<file path="src/rtl/abp_sender_if.sv">
// Transmit channel between the ABP sender and the link: word stream out, acks back.
interface abp_sender_if #(
  parameter int DATA_WIDTH = 8
) ();
  logic                  tx_valid;
  logic                  tx_ready;
  logic [DATA_WIDTH-1:0] tx_data;
  logic                  tx_seq;
  logic                  tx_last;
  logic                  ack_valid;
  logic                  ack_seq;

  modport master (
    output tx_valid, tx_data, tx_seq, tx_last,
    input  tx_ready, ack_valid, ack_seq
  );

  modport slave (
    input  tx_valid, tx_data, tx_seq, tx_last,
    output tx_ready, ack_valid, ack_seq
  );
endinterface

</file>
<file path="src/rtl/abp_sender.sv">
// Alternating-bit-protocol transmitter: streams a frame out of the frame buffer with a
// sequence bit, waits for a matching ack and resends the whole frame on timeout.
module abp_sender #(
  parameter int ADDRESS_WIDTH  = 6,
  parameter int DATA_WIDTH     = 8,
  parameter int TIMEOUT_CYCLES = 1024,
  parameter int MAX_RETRIES    = 7
) (
  input  logic                                  clk,
  input  logic                                  rst,
  input  logic                                  start,
  input  logic [ADDRESS_WIDTH:0]                len,
  output logic [ADDRESS_WIDTH-1:0]              buf_addr,
  input  logic [DATA_WIDTH-1:0]                 buf_data,
  abp_sender_if.master                          tx,
  output logic                                  busy,
  output logic                                  done,
  output logic                                  fail,
  output logic [$clog2(MAX_RETRIES+2)-1:0]      retx_count
);

  localparam int LW = ADDRESS_WIDTH + 1;
  localparam int TW = $clog2(TIMEOUT_CYCLES);
  localparam int RW = $clog2(MAX_RETRIES + 2);

  typedef enum logic [1:0] {
    IDLE,
    SEND,
    WAIT_ACK
  } state_t;

  state_t                   state_q, state_d;
  logic                     seq_q, seq_d;
  logic [ADDRESS_WIDTH-1:0] idx_q, idx_d;
  logic [LW-1:0]            len_q, len_d;
  logic [TW-1:0]            timer_q, timer_d;
  logic [RW-1:0]            retx_q, retx_d;
  logic                     done_q, done_d;
  logic                     fail_q, fail_d;
  logic                     last_word;

  // idx is zero-extended so a 2**ADDRESS_WIDTH-word frame ends cleanly at the top address
  assign last_word = ({1'b0, idx_q} == (len_q - LW'(1)));

  always_comb begin
    state_d = state_q;
    seq_d   = seq_q;
    idx_d   = idx_q;
    len_d   = len_q;
    timer_d = timer_q;
    retx_d  = retx_q;
    done_d  = 1'b0;
    fail_d  = 1'b0;

    case (state_q)
      IDLE: begin
        if (start && (len != '0)) begin
          len_d   = len;
          idx_d   = '0;
          retx_d  = '0;
          state_d = SEND;
        end
      end
      SEND: begin
        if (tx.tx_ready) begin
          if (last_word) begin
            timer_d = '0;
            state_d = WAIT_ACK;
          end else begin
            idx_d = idx_q + ADDRESS_WIDTH'(1);
          end
        end
      end
      WAIT_ACK: begin
        timer_d = timer_q + TW'(1);
        // A matching ack beats a timeout landing in the same cycle
        if (tx.ack_valid && (tx.ack_seq == seq_q)) begin
          seq_d   = ~seq_q;
          done_d  = 1'b1;
          state_d = IDLE;
        end else if (timer_q == TW'(TIMEOUT_CYCLES - 1)) begin
          if (retx_q < RW'(MAX_RETRIES)) begin
            retx_d  = retx_q + RW'(1);
            idx_d   = '0;
            state_d = SEND;
          end else begin
            fail_d  = 1'b1;
            state_d = IDLE;
          end
        end
      end
      default: state_d = IDLE;
    endcase
  end

  always_ff @(posedge clk) begin
    if (rst) begin
      state_q <= IDLE;
      seq_q   <= 1'b0;
      idx_q   <= '0;
      len_q   <= '0;
      timer_q <= '0;
      retx_q  <= '0;
      done_q  <= 1'b0;
      fail_q  <= 1'b0;
    end else begin
      state_q <= state_d;
      seq_q   <= seq_d;
      idx_q   <= idx_d;
      len_q   <= len_d;
      timer_q <= timer_d;
      retx_q  <= retx_d;
      done_q  <= done_d;
      fail_q  <= fail_d;
    end
  end

  assign buf_addr    = idx_q;
  assign tx.tx_valid = (state_q == SEND);
  assign tx.tx_data  = buf_data;
  assign tx.tx_seq   = seq_q;
  assign tx.tx_last  = (state_q == SEND) && last_word;
  assign busy        = (state_q != IDLE);
  assign done        = done_q;
  assign fail        = fail_q;
  assign retx_count  = retx_q;

endmodule
</file>
<file path="src/flat_wrapper.sv">
// flat-port wrapper written by rule: the top's interface ports become plain ports
module abp_sender_flat 
#(
  parameter int ADDRESS_WIDTH  = 6,
  parameter int DATA_WIDTH     = 8,
  parameter int TIMEOUT_CYCLES = 1024,
  parameter int MAX_RETRIES    = 7
)
  (clk, rst, start, len, buf_addr, buf_data, busy, done, fail, retx_count, tx_tx_valid, tx_tx_data, tx_tx_seq, tx_tx_last, tx_tx_ready, tx_ack_valid, tx_ack_seq);
  abp_sender_if #(.DATA_WIDTH(DATA_WIDTH)) tx_i ();
  input  logic clk;
  input  logic rst;
  input  logic start;
  input  logic [ADDRESS_WIDTH:0] len;
  output logic [ADDRESS_WIDTH-1:0] buf_addr;
  input  logic [DATA_WIDTH-1:0] buf_data;
  output logic busy;
  output logic done;
  output logic fail;
  output logic [$clog2(MAX_RETRIES+2)-1:0] retx_count;
  output wire logic [$bits(tx_i.tx_valid)-1:0] tx_tx_valid;
  output wire logic [$bits(tx_i.tx_data)-1:0] tx_tx_data;
  output wire logic [$bits(tx_i.tx_seq)-1:0] tx_tx_seq;
  output wire logic [$bits(tx_i.tx_last)-1:0] tx_tx_last;
  input wire logic [$bits(tx_i.tx_ready)-1:0] tx_tx_ready;
  input wire logic [$bits(tx_i.ack_valid)-1:0] tx_ack_valid;
  input wire logic [$bits(tx_i.ack_seq)-1:0] tx_ack_seq;
  assign tx_tx_valid = tx_i.tx_valid;
  assign tx_tx_data = tx_i.tx_data;
  assign tx_tx_seq = tx_i.tx_seq;
  assign tx_tx_last = tx_i.tx_last;
  assign tx_i.tx_ready = tx_tx_ready;
  assign tx_i.ack_valid = tx_ack_valid;
  assign tx_i.ack_seq = tx_ack_seq;
  abp_sender #(.ADDRESS_WIDTH(ADDRESS_WIDTH), .DATA_WIDTH(DATA_WIDTH), .TIMEOUT_CYCLES(TIMEOUT_CYCLES), .MAX_RETRIES(MAX_RETRIES)) u_core (.clk(clk), .rst(rst), .start(start), .len(len), .buf_addr(buf_addr), .buf_data(buf_data), .tx(tx_i), .busy(busy), .done(done), .fail(fail), .retx_count(retx_count));
endmodule
</file>
<file path="config.mk">
export PLATFORM = sky130hd
export DESIGN_NAME = abp_sender_flat
export DESIGN_NICKNAME = d
export VERILOG_FILES = /design/src/rtl/abp_sender_if.sv /design/src/rtl/abp_sender.sv /design/src/flat_wrapper.sv
export SDC_FILE = /design/constraint.sdc
export NUM_CORES = 1
export LEC_CHECK = 0
export ABC_CLOCK_PERIOD_IN_PS = 1900
export BUFFER_PORTS_ARGS = -buffer_cell sky130_fd_sc_hd__clkbuf_2
export CORE_MARGIN = 5
export CORE_UTILIZATION = 47
export DETAILED_ROUTE_END_ITERATION = 10
export GPL_TIMING_DRIVEN = 0
export MAX_ROUTING_LAYER = met4
export PLACE_DENSITY = 0.73
export SLEW_MARGIN = 30
export SYNTH_ARGS = -nofsm -noshare
export SYNTH_HDL_FRONTEND = slang
export SYNTH_SLANG_ARGS = --single-unit
</file>
<file path="constraint.sdc">
create_clock -name clk -period 1.9 [get_ports clk]
set_input_delay 0.285 -clock clk [delete_from_list [all_inputs] [get_ports clk]]
set_output_delay 0.285 -clock clk [all_outputs]
set_load 0.005 [all_outputs]
</file>
==> run summary, run 1 <==
The pin slew with the least headroom to its limit is 0.457 ns. After the first detailed-routing iteration, the DRC count stood at 55. The count of flip-flops with a built-in enable after synthesis is 0.

In this run the critical register-to-register path is launched from u_core.len_q[2]. The end of the worst register-to-register path is u_core.buf_addr[3]. The number of buffers inserted by port buffering came out at 35. The multiplexer area fraction after synthesis is 0.0174. Setup violations remaining at the end of the flow were counted as 18. The post-route non-filler standard cell count came out at 311. Setup repair after global routing could not meet its margin everywhere. Along the worst hold path, the cell count comes to 2. The overflow left after global routing is 0. The worst setup slack for register-to-register paths came out at -0.28 ns.

The critical path startpoint category is a flop. Data on the critical path arrives at its endpoint at 1.94 ns. The total detailed-routing wirelength came out at 4440 um. Across every metal layer, demand over resource in global routing totals 0.179.

The buffer levels on the longest clock path is 2. The peak per-stage delay on the critical path is 0.34 ns. The dominant synthesized flop cell is sky130_fd_sc_hd__dfxtp_1. The final critical delay including setup and external delays is 2.23 ns. The number of antenna violations at the first check in global routing came out at 0. For this run, design rule violations remaining after detail routing come to 0. Max-cap violations in this run came to 0. The first-pass iteration count of the detailed router is 4. After detailed routing, the average wire length per cell comes to 14.3 um.

The Yosys warning count is 0. In this run the most critical hold path is launched from tx_ack_seq. Of the synthesized area, sequential elements account for 0.371. The worst path required time came out at 1.62 ns. The xor and xnor fraction of the mapped netlist area is 0.0912. The launch point of the critical path is u_core.len_q[1].

The count of hold-fix buffers inserted at cts came out at 0. The tree built by TritonCTS fans out to 32 sinks. The largest individual stage delay along the critical path comes from the cell sky130_fd_sc_hd__dfxtp_4. 0 antenna diodes ended up in the layout.

Of the total synthesized cell area, the portion taken by full adders, half adders and majority gates is 0.0290. The finished cells cover 2370 um^2. Leaving out fill and tap cells, the most frequent cell in the layout is sky130_fd_sc_hd__clkbuf_2. The relative max-transition margin is 0.696. The die area is 4990 um^2.

Summing all placed instances gives a cell area of 1980 um^2. The category of the worst setup path capture point is an output port. The final period utilization is 1.17. The later-pin clock latency in the skew report is 0.29 ns. The total number of H-tree levels is 2. The via count of the first global-routing pass was 1,583.

Detailed placement ended at an HPWL of 2960 um. The kind of critical path is flop to output port. In this run the worst path has a maximum fanout of 2. The routed via count divided by cell count came out at 5.34. The fraction of registers with async set or reset after synthesis is 0. The post-layout worst setup margin is -0.329 ns. The class of the most critical hold timing path is primary input to flop.

The total power per unit cell area is 611 nW/um^2. Counting stages on the worst path, the most repeated cell is sky130_fd_sc_hd__buf_6. The initial standard-cell utilization of the core is 0.479. The worst reg-to-reg path cell count is 10. The fraction of final layout cells sized beyond drive strength 1 came out at 0.403. Summed over all cells, the static leakage comes to 0.000942 uW. The post-synthesis share of cell area spent on and, or, nand and nor gates came out at 0.280. The maximum clock frequency is 449 MHz.

The number of nets in the layout came out at 287. By area, the combinational part of the netlist is dominated by simple AND/OR/NAND/NOR gates. The cell sitting at the root of the clock tree is a sky130_fd_sc_hd__clkbuf_8. Compared with the post-synthesis result, the final layout area differs by 37.2%.

The final-report max-slew violation count came to 0. The worst hold margin came out at 0.223 ns. After clock tree synthesis, the clock-pin slew on the worst setup and hold paths is 0.07 ns. The compound-cell area share of the yosys netlist came out at 0.139. The critical path goes through inv_1, ha_4, nand2b_1, nor4_2, xnor2_1, o2111a_2, buf_6, and2_4, buf_6. The TritonCTS buffer count is 5. The count of nets left with antenna violations once routing finished came out at 0.

The weighted congestion at the end of routability-driven global placement is 0.810. The post-route clock skew came out at 0.00783 ns. Leaving out fill and tap cells, the most frequent cells in the layout are sky130_fd_sc_hd__clkbuf_2 (34), sky130_fd_sc_hd__dfxtp_1 (24), sky130_fd_sc_hd__nand2_1 (18). The average cell area after synthesis came out at 8.39 um^2. The first global-routing pass estimated 7000 um of wire. The number of vias after detailed routing is 1,661. The synthesized net count is 231. The number of hold-slack violations in the final timing report is 0.

The area of the core came out at 3610 um^2. The run finished, with violations left. The cell row count is 22.

Synthesis produced 206 cells. The die extent in y came out at 70.6 um. The synthesized area came out at 1730 um^2. The checks that failed: negative setup slack. Entering global routing, the biggest net connects 11 pins. The path with the worst hold slack has its endpoint at u_core.tx.tx_seq. The flop and latch count out of synthesis is 32. The number of placed cells counting well taps came out at 289. The count of unique library cells instantiated by Yosys is 44. The worst-case vdd ir drop is 0.424 mV. TritonCTS built the clock tree. Measured along the x axis, the die boundary spans 70.6 um.

45 I/O pins were placed. The number of filler instances in the final layout came out at 294.
==> worst max-delay path: cells and delay by family (launching register included) <==
| family | cells | cell delay [ns] |
|---|---|---|
| AND/OR/NAND/NOR | 3 | 0.42 |
| adder cells (fa/ha/maj) | 1 | 0.16 |
| flip-flops | 1 | 0.34 |
| AO/OA/AOI/OAI | 1 | 0.27 |
| XOR/XNOR | 1 | 0.17 |
| buffers and inverters | 3 | 0.30 |
==> Yosys cell counts (2+ instances only) <==
cell                       count  share of area
sky130_fd_sc_hd__dfxtp_1      32           0.37
sky130_fd_sc_hd__nand2_1      19          0.041
sky130_fd_sc_hd__nor2_1       19          0.041
sky130_fd_sc_hd__a21oi_1      12          0.035
sky130_fd_sc_hd__xnor2_1      12          0.061
sky130_fd_sc_hd__nand3_1      10          0.029
sky130_fd_sc_hd__buf_4         9          0.039
sky130_fd_sc_hd__nand4_1       7          0.025
sky130_fd_sc_hd__inv_1         6          0.013
sky130_fd_sc_hd__xor2_1        6          0.030
sky130_fd_sc_hd__o21ai_0       5          0.014
sky130_fd_sc_hd__a21boi_1      4          0.017
sky130_fd_sc_hd__and2_1        4          0.014
sky130_fd_sc_hd__ha_1          4          0.029
sky130_fd_sc_hd__nor2b_1       4          0.014
sky130_fd_sc_hd__nor4_1        4          0.014
sky130_fd_sc_hd__or3_1         4          0.014
sky130_fd_sc_hd__or4_1         4          0.017
sky130_fd_sc_hd__buf_2         3         0.0087
sky130_fd_sc_hd__clkbuf_1      3         0.0065
sky130_fd_sc_hd__mux2i_1       3          0.017
sky130_fd_sc_hd__nand2b_1      3          0.011
sky130_fd_sc_hd__nand3b_1      3          0.013
sky130_fd_sc_hd__nor3_1        3         0.0087
sky130_fd_sc_hd__and3_1        2         0.0072
sky130_fd_sc_hd__o211ai_1      2         0.0087
sky130_fd_sc_hd__o31ai_1       2         0.0087
==> registers in the layout, summed over array words and instances (netlist names) <==
signal / cells
u_core.timer_q: 10
u_core.len_q: 7
u_core.buf_addr: 6
u_core.retx_count: 4
u_core.state_q: 2
u_core.done: 1
u_core.fail: 1
u_core.tx.tx_seq: 1
==> metal layers <==
layer,wire length (um),GRT usage,vias to the layer above
li1,-,-,834
met1,1810,0.198,774
met2,2330,0.304,41
met3,208,0.0526,12
met4,91,0.0668,0
met5,0,-,-
==> cell families (layout without fill, tap and decap cells) <==
family	count (synthesis)	count (layout)
adders and majority gates	4	4
buffers and inverters	23	80
xor gates and xnor gates	18	18
DFF	32	32
AOI/OAI and AO/OA	35	35
muxes	3	3
and+or+nand+nor	91	91
==> worst max path at each step <==
stage	endpoint	slack [ns]	cells after the start
after global routing	tx_tx_last	-0.42	9
after global placement	tx_tx_last	-0.31	9
after CTS	tx_tx_last	-0.34	7
final	tx_tx_last	-0.33	9
after detailed placement	tx_tx_last	-0.34	9
after floorplan	tx_tx_last	0.004	7
==> per-stage QoR <==
step / setup slack (ns) / setup TNS (ns) / total power [uW] / utilization
after floorplan: 0.00413 / 0 / 825 / -
after global placement: -0.306 / -2.60 / 872 / 0.548
after detailed placement: -0.343 / -3.54 / 877 / 0.548
after CTS: -0.336 / -1.55 / 1450 / 0.622
after global routing: -0.425 / -5.38 / 1510 / 0.658
final: -0.329 / -3.94 / 1450 / 0.658
==> area by class of cell <==
class                      instances  area [um^2]  share of cell area
multi-input combinational        151         1090               0.459
sequential                        32          658               0.278
tap                               48         60.1              0.0253
timing repair buffer              50          342               0.144
clock buffer                       7         86.3              0.0364
clock inverter                     1         7.51             0.00317
buffer                            16          108              0.0454
inverter                           6         22.5             0.00950
==> power by group <==
| part | internal [uW] | switching (uW) | leakage [uW] |
|---|---|---|---|
| Clock | 294 | 252 | 0.0000445 |
| Sequential | 680 | 15.0 | 0.000264 |
| Combinational | 104 | 103 | 0.000634 |
==> timing repair <==
| item | 4_1_cts | 5_1_grt |
|---|---|---|
| setup endpoints to repair | 22 | 22 |
| pin swaps | 11 | 11 |
| setup buffers | 11 | 3 |
| gates cloned | 0 | 1 |
| resized for setup | 28 | 24 |
| endpoints found under the hold margin | 0 | 0 |
(Power assumes the default switching activity.)
==> run 2, diff against run 1 <==
Settings changed: ABC_CLOCK_PERIOD_IN_PS 1900 to unset, SETUP_SLACK_MARGIN set to 0.1.
==> run summary, run 2 (synthesized netlist as in run 1, its figures left out) <==
The number of vias after detailed routing is 1,678. After detailed routing, the wire length on met1 is 1860 um. The part of the total power dissipated in sequential elements came out at 0.485. The tree is rooted in a sky130_fd_sc_hd__clkbuf_8. Counting along the longest clock path gives a buffer depth of 2.

The largest driver fanout on the critical path came out at 3. Summed over all nets, the half-perimeter wirelength after detailed placement is 2830 um. 0 antenna diodes ended up in the layout. The starting DRC count in detailed routing came out at 39. The final critical delay including setup and external delays is 2.20 ns.

The TritonCTS buffer count came out at 5. The total number of H-tree levels came out at 2. The worst path required time came out at 1.62 ns. The post-route clock skew came out at 0.00160 ns. The routed wire length per instance is 13.4 um.

STA classifies the critical path endpoint as an output port. The internal power came out at 1080 uW. The highest metal layer carrying signal wires in the routed design is met4. The worst setup timing slack at the placement stage is -0.132 ns.

The net switching component of the power came out at 353 uW. The checks that failed: negative setup slack. Wire segments on met3 add up to 183 um in the final route. After detailed routing, the number of remaining DRC violations is 0. The cell area reported after detailed placement came out at 2020 um^2. The pin slew with the least headroom to its limit came out at 0.431 ns. TritonCTS built the clock tree. The final-report max-slew violation count was 0. The area overhead of the layout relative to synthesis came out at 36.6%. The number of filler instances in the final layout is 311. The flow ran to the end, but the final reports show violations. The commonest non-fill, non-tap cell in the layout is sky130_fd_sc_hd__clkbuf_2.

The clock-pin transition on the worst setup and hold timing paths came out at 0.06 ns. The area of the core is 3610 um^2. The via count of the first global-routing pass is 1,578.

The multi-input logic area is 1080 um^2. The I/O pin count came out at 45. The detail route stage leaves a number of antenna-violating nets equal to 0.

The number of max-cap violations came out at 0. The tree built by TritonCTS fans out to 32 sinks. The clock network power share is 0.375. The register with the most flip-flops in the final layout is u_core.timer_q.

The maximum number of pins on one net before global-route repair came out at 11. The post-layout worst setup margin came out at -0.298 ns. The tightest min-delay check is of the primary input to flop type. In the finished design, the share of the clock period the worst path needs comes to 1.16. Power spread over the standard cell area amounts to 606 nW/um^2. The initial standard-cell utilization of the core came out at 0.479. In the layout the commonest cells are sky130_fd_sc_hd__clkbuf_2 (35), sky130_fd_sc_hd__dfxtp_1 (23), sky130_fd_sc_hd__buf_4 (20). The setup path with the least slack is of type flop to output port. The die extent in y came out at 70.6 um. In the final layout, the share of cells above drive strength 1 is 0.402.

Setup repair after global routing could not meet its margin everywhere. The number of antenna violations at the first check in global routing was 0. The cell row count came out at 22. The global-route usage over all layers came out at 0.175. The critical path startpoint category is a flop. Summing all non-filler instances in the final layout gives an area of 2360 um^2. The count of final setup violators is 10.

The overflow left after global routing came out at 0. The worst-case vdd ir drop is 0.389 mV. The number of placed cells counting well taps is 289.

The met2 wire length is 2080 um. Of the total power, the share spent switching nets is 0.247. The total detailed-routing wirelength is 4190 um.

The global-route wire length before repair came out at 6990 um. The die area came out at 4990 um^2. In the routed layout, each cell is associated on average with a via count of 5.38. The number of nets in the layout came out at 288.

The later-pin clock latency in the skew report came out at 0.28 ns. The post-route non-filler standard cell count came out at 312. The number of hold-slack violations in the final timing report came out at 0. The number of buffers inserted by port buffering came out at 35. The die outline width is 70.6 um. In the final layout, flip-flops and latches occupy 667 um^2. The weighted congestion at the end of routability-driven global placement came out at 0.833. For this run, the top clock speed supported by timing is 455 MHz. Headroom to the max-slew limit came out at 0.713. The register with the most flip-flops in the layout has 10 of them. The cell leakage power is 0.000955 uW. The arrival time reported for the critical path endpoint is 1.91 ns. Of the total power, combinational logic draws 0.140. The first-pass iteration count of the detailed router is 4.
[run 2: changes by cell type in the layout (fill, tap and decap cells not counted), sizes merged]
cell / change
clkinvlp: -1
clkbuf: +2
[run 2: area by class of cell]
| type | count | area share |
|---|---|---|
| Multi-Input combinational cell | 151 | 0.458 |
| Sequential cell | 32 | 0.283 |
| Timing Repair Buffer | 50 | 0.133 |
| Buffer | 17 | 0.0536 |
| Clock buffer | 8 | 0.0382 |
| Tap cell | 48 | 0.0255 |
| Inverter | 6 | 0.00954 |
[run 2: worst max-delay path, cell delays in order (launching register included)]
cell and delay (ns):
sky130_fd_sc_hd__dfxtp_4 0.36, sky130_fd_sc_hd__or4_1 0.51, sky130_fd_sc_hd__nand3_1 0.08, sky130_fd_sc_hd__o211a_1 0.14, sky130_fd_sc_hd__o2111a_2 0.22, sky130_fd_sc_hd__buf_6 0.11, sky130_fd_sc_hd__and2_4 0.13, sky130_fd_sc_hd__buf_6 0.08
[run 2: worst paths after layout]
kind	from	end	slack (ns)	cells past startpoint
worst max-delay path	u_core.len_q[2]	tx_tx_last	-0.30	7
worst min-delay path	tx_ack_seq	u_core.tx.tx_seq	0.24	2
worst max register to register	u_core.len_q[1]	u_core.buf_addr[5]	-0.20	8
worst min register to register	u_core.len_q[6]	u_core.len_q[6]	0.48	2
[run 2: metal layers]
layer / global-route usage / vias to the layer above
met4: 0.0626 / 0
met2: 0.286 / 36
met3: 0.0398 / 6
met5: - / -
met1: 0.213 / 803
li1: - / 833
[run 2: metrics by stage]
| stage | power, uW | hold slack [ns] | utilization | TNS, ns |
|---|---|---|---|---|
| after floorplan | 828 | 0.395 | - | 0 |
| after global placement | 877 | 0.467 | 0.559 | -0.515 |
| after detailed placement | 881 | 0.469 | 0.559 | -0.649 |
| after CTS | 1430 | 0.238 | 0.614 | -1.01 |
| after global routing | 1490 | 0.255 | 0.654 | -2.59 |
| final | 1430 | 0.238 | 0.654 | -0.960 |
[run 2: what timing repair did]
action | in CTS | in global routing
buffers inserted | 7 | 9
resized for setup | 12 | 26
gates cloned | 0 | 0
hold buffers | 0 | 0
pin swaps | 7 | 9
endpoints found under the setup margin | 21 | 22
[run 2: power by group through the flow]
stage          sequential [uW]  combinational [uW]  clock, uW
6_report                   693                 201        536
5_1_grt                    695                 221        577
4_1_cts                    696                 185        549
3_5_place_dp               715                 166          0
3_3_place_gp               714                 162          0
2_1_floorplan              710                 118          0
==> run 3, diff against run 2 <==
Settings changed: MAX_ROUTING_LAYER met4 to unset.
==> run summary, run 3 (synthesized netlist as in run 1, its figures left out) <==
The run finished, with violations left. The worst path required time is 1.62 ns. Before CTS, the worst setup slack after placement is -0.132 ns. The number of nets in the layout is 288. The via count of the first global-routing pass is 1,576.

The count of nets left with antenna violations after detail routing came out at 0. The cell area reported after detailed placement came out at 2020 um^2. The register with the most flip-flops in the final layout is u_core.timer_q. Once layout is complete, the utilization of the core stands at 0.654.

The later-pin clock latency in the skew report came out at 0.28 ns. The final-report max-slew violation count came out at 0. The number of hold-slack violations in the final timing report came out at 0. In the layout the commonest cells are sky130_fd_sc_hd__clkbuf_2 (35), sky130_fd_sc_hd__dfxtp_1 (23), sky130_fd_sc_hd__buf_4 (20). The root cell of the clock tree is sky130_fd_sc_hd__clkbuf_8.

The number of antenna violations at the first check in global routing came out at 0. The global-route wire length before repair is 7000 um. The global-route usage over all layers is 0.170. The maximum clock frequency is 454 MHz. The peak per-stage delay on the critical path is 0.51 ns. The fraction of final layout cells sized beyond drive strength 1 came out at 0.402.

For this block, the initial DRC count from the detailed router was 46. The area of the core came out at 3610 um^2. For this run, the detailed router's first-pass iteration total came to 4. The number of vias after detailed routing is 1,686. The count of final setup violators came out at 10. The H-tree generated during clock tree synthesis spans 2 levels. Detailed placement ended at an HPWL of 2830 um. The die is 70.6 um tall. Pin placement for this block handled 45 I/O pins. Leaving out fill and tap cells, the most frequent cell in the layout is sky130_fd_sc_hd__clkbuf_2. The post-route clock skew is 0.00188 ns. The final reports fail on negative setup slack. The total power per unit cell area is 606 nW/um^2.

In the finished design, the share of the clock period the worst path needs comes to 1.16. The most numerous cell type found on the critical path is sky130_fd_sc_hd__buf_6. The initial standard-cell utilization of the core is 0.479.

STA classifies the critical path startpoint as a flop. After global routing the overflow that remains totals 0. The number of buffers inserted by port buffering came out at 35. Summed over all cells, the static leakage comes to 0.000955 uW. The buffer levels on the longest clock path is 2.

The floorplan has 22 rows. The final critical delay including setup and external delays is 2.20 ns. The total detailed-routing wirelength is 4210 um. In the routed design, unresolved DRC markers number 0. The area of all placed cells without fillers is 2360 um^2.

The pin slew with the least headroom to its limit came out at 0.431 ns. The worst setup path is captured at an output port. The library cell contributing the largest single delay on the critical path is sky130_fd_sc_hd__or4_1. The weighted congestion at the end of routability-driven global placement came out at 0.821. The count of inserted antenna diode cells is 0.

The routed via count divided by cell count came out at 5.40. The register with the most flip-flops in the layout has 10 of them. The routed wire length per instance is 13.5 um. TritonCTS created 5 clock buffers. The count of hold-fix buffers inserted at cts came out at 0. Of all nets on the critical path, the largest fanout is 3. The floorplan step set the die width to 70.6 um.

Entering global routing, the biggest net connects 11 pins. Across the VDD grid, the largest voltage drop is 0.391 mV. The post-layout worst setup margin came out at -0.300 ns. The CTS tree is yes. The die area is 4990 um^2.

The min-delay analysis places its worst path in the category primary input to flop. The relative max-transition margin is 0.713. The count of clock tree sinks came out at 32.

Setup repair after global routing could not meet its margin everywhere. The clock-pin transition on the worst setup and hold timing paths came out at 0.06 ns. The kind of critical path is flop to output port. From synthesis to final layout, the design area changed by 36.6%. The critical path goes through or4_1, nand3_1, o211a_1, o2111a_2, buf_6, and2_4, buf_6.

The arrival time reported for the critical path endpoint came out at 1.92 ns. The number of max-cap violations came out at 0.
## run 3: cell counts in the layout (fill, tap and decap cells not counted)
Identical to the previous run, type by type.
## run 3: worst paths after layout
check / slack (ns) / end / depth (start not counted) / start
setup / recovery: -0.30 / tx_tx_last / 7 / u_core.len_q[2]
hold / removal: 0.24 / u_core.tx.tx_seq / 2 / tx_ack_seq
setup reg to reg: -0.20 / u_core.buf_addr[5] / 8 / u_core.len_q[1]
hold reg to reg: 0.48 / u_core.len_q[6] / 2 / u_core.len_q[6]
## run 3: timing repair
item	CTS	global route
setup endpoints to repair	21	22
resized for setup	12	26
pin swaps	7	9
setup buffers	7	9
## run 3: power by group
part           internal [uW]  leakage (uW)  switching (uW)
registers                676      0.000265            16.0
clock network            295     0.0000455             243
logic                    104      0.000644            96.3
## run 3: final cells by class
cell class / instances / area, um^2
fill: 311 / 1250
multi-input combinational: 151 / 1080
sequential: 32 / 667
timing repair buffer: 50 / 314
buffer: 17 / 126
clock buffer: 8 / 90.1
tap: 48 / 60.1
inverter: 6 / 22.5
## run 3: worst max-delay path, delay by kind of cell, from the launching register on
| kind | cells | cell delay (ns) |
|---|---|---|
| AO/OA/AOI/OAI | 2 | 0.36 |
| buffers and inverters | 2 | 0.19 |
| flip-flops | 1 | 0.36 |
| AND/OR/NAND/NOR | 3 | 0.72 |
## run 3: per-layer routing
layer  vias up  share of wire  GRT usage
met1       802           0.44      0.212
li1        833              -          -
met3         9          0.050     0.0412
met5         -              0          0
met2        42           0.50      0.286
met4         0          0.014     0.0626
## run 3: metrics by stage
step	power (uW)	setup TNS [ns]	std cells	hold WS, ns
finish	1430	-0.982	312	0.236
global route	1490	-2.59	312	0.255
CTS	1430	-1.01	304	0.238
detailed placement	881	-0.649	289	0.469
global placement	877	-0.515	289	0.467
floorplan	828	0	206	0.395
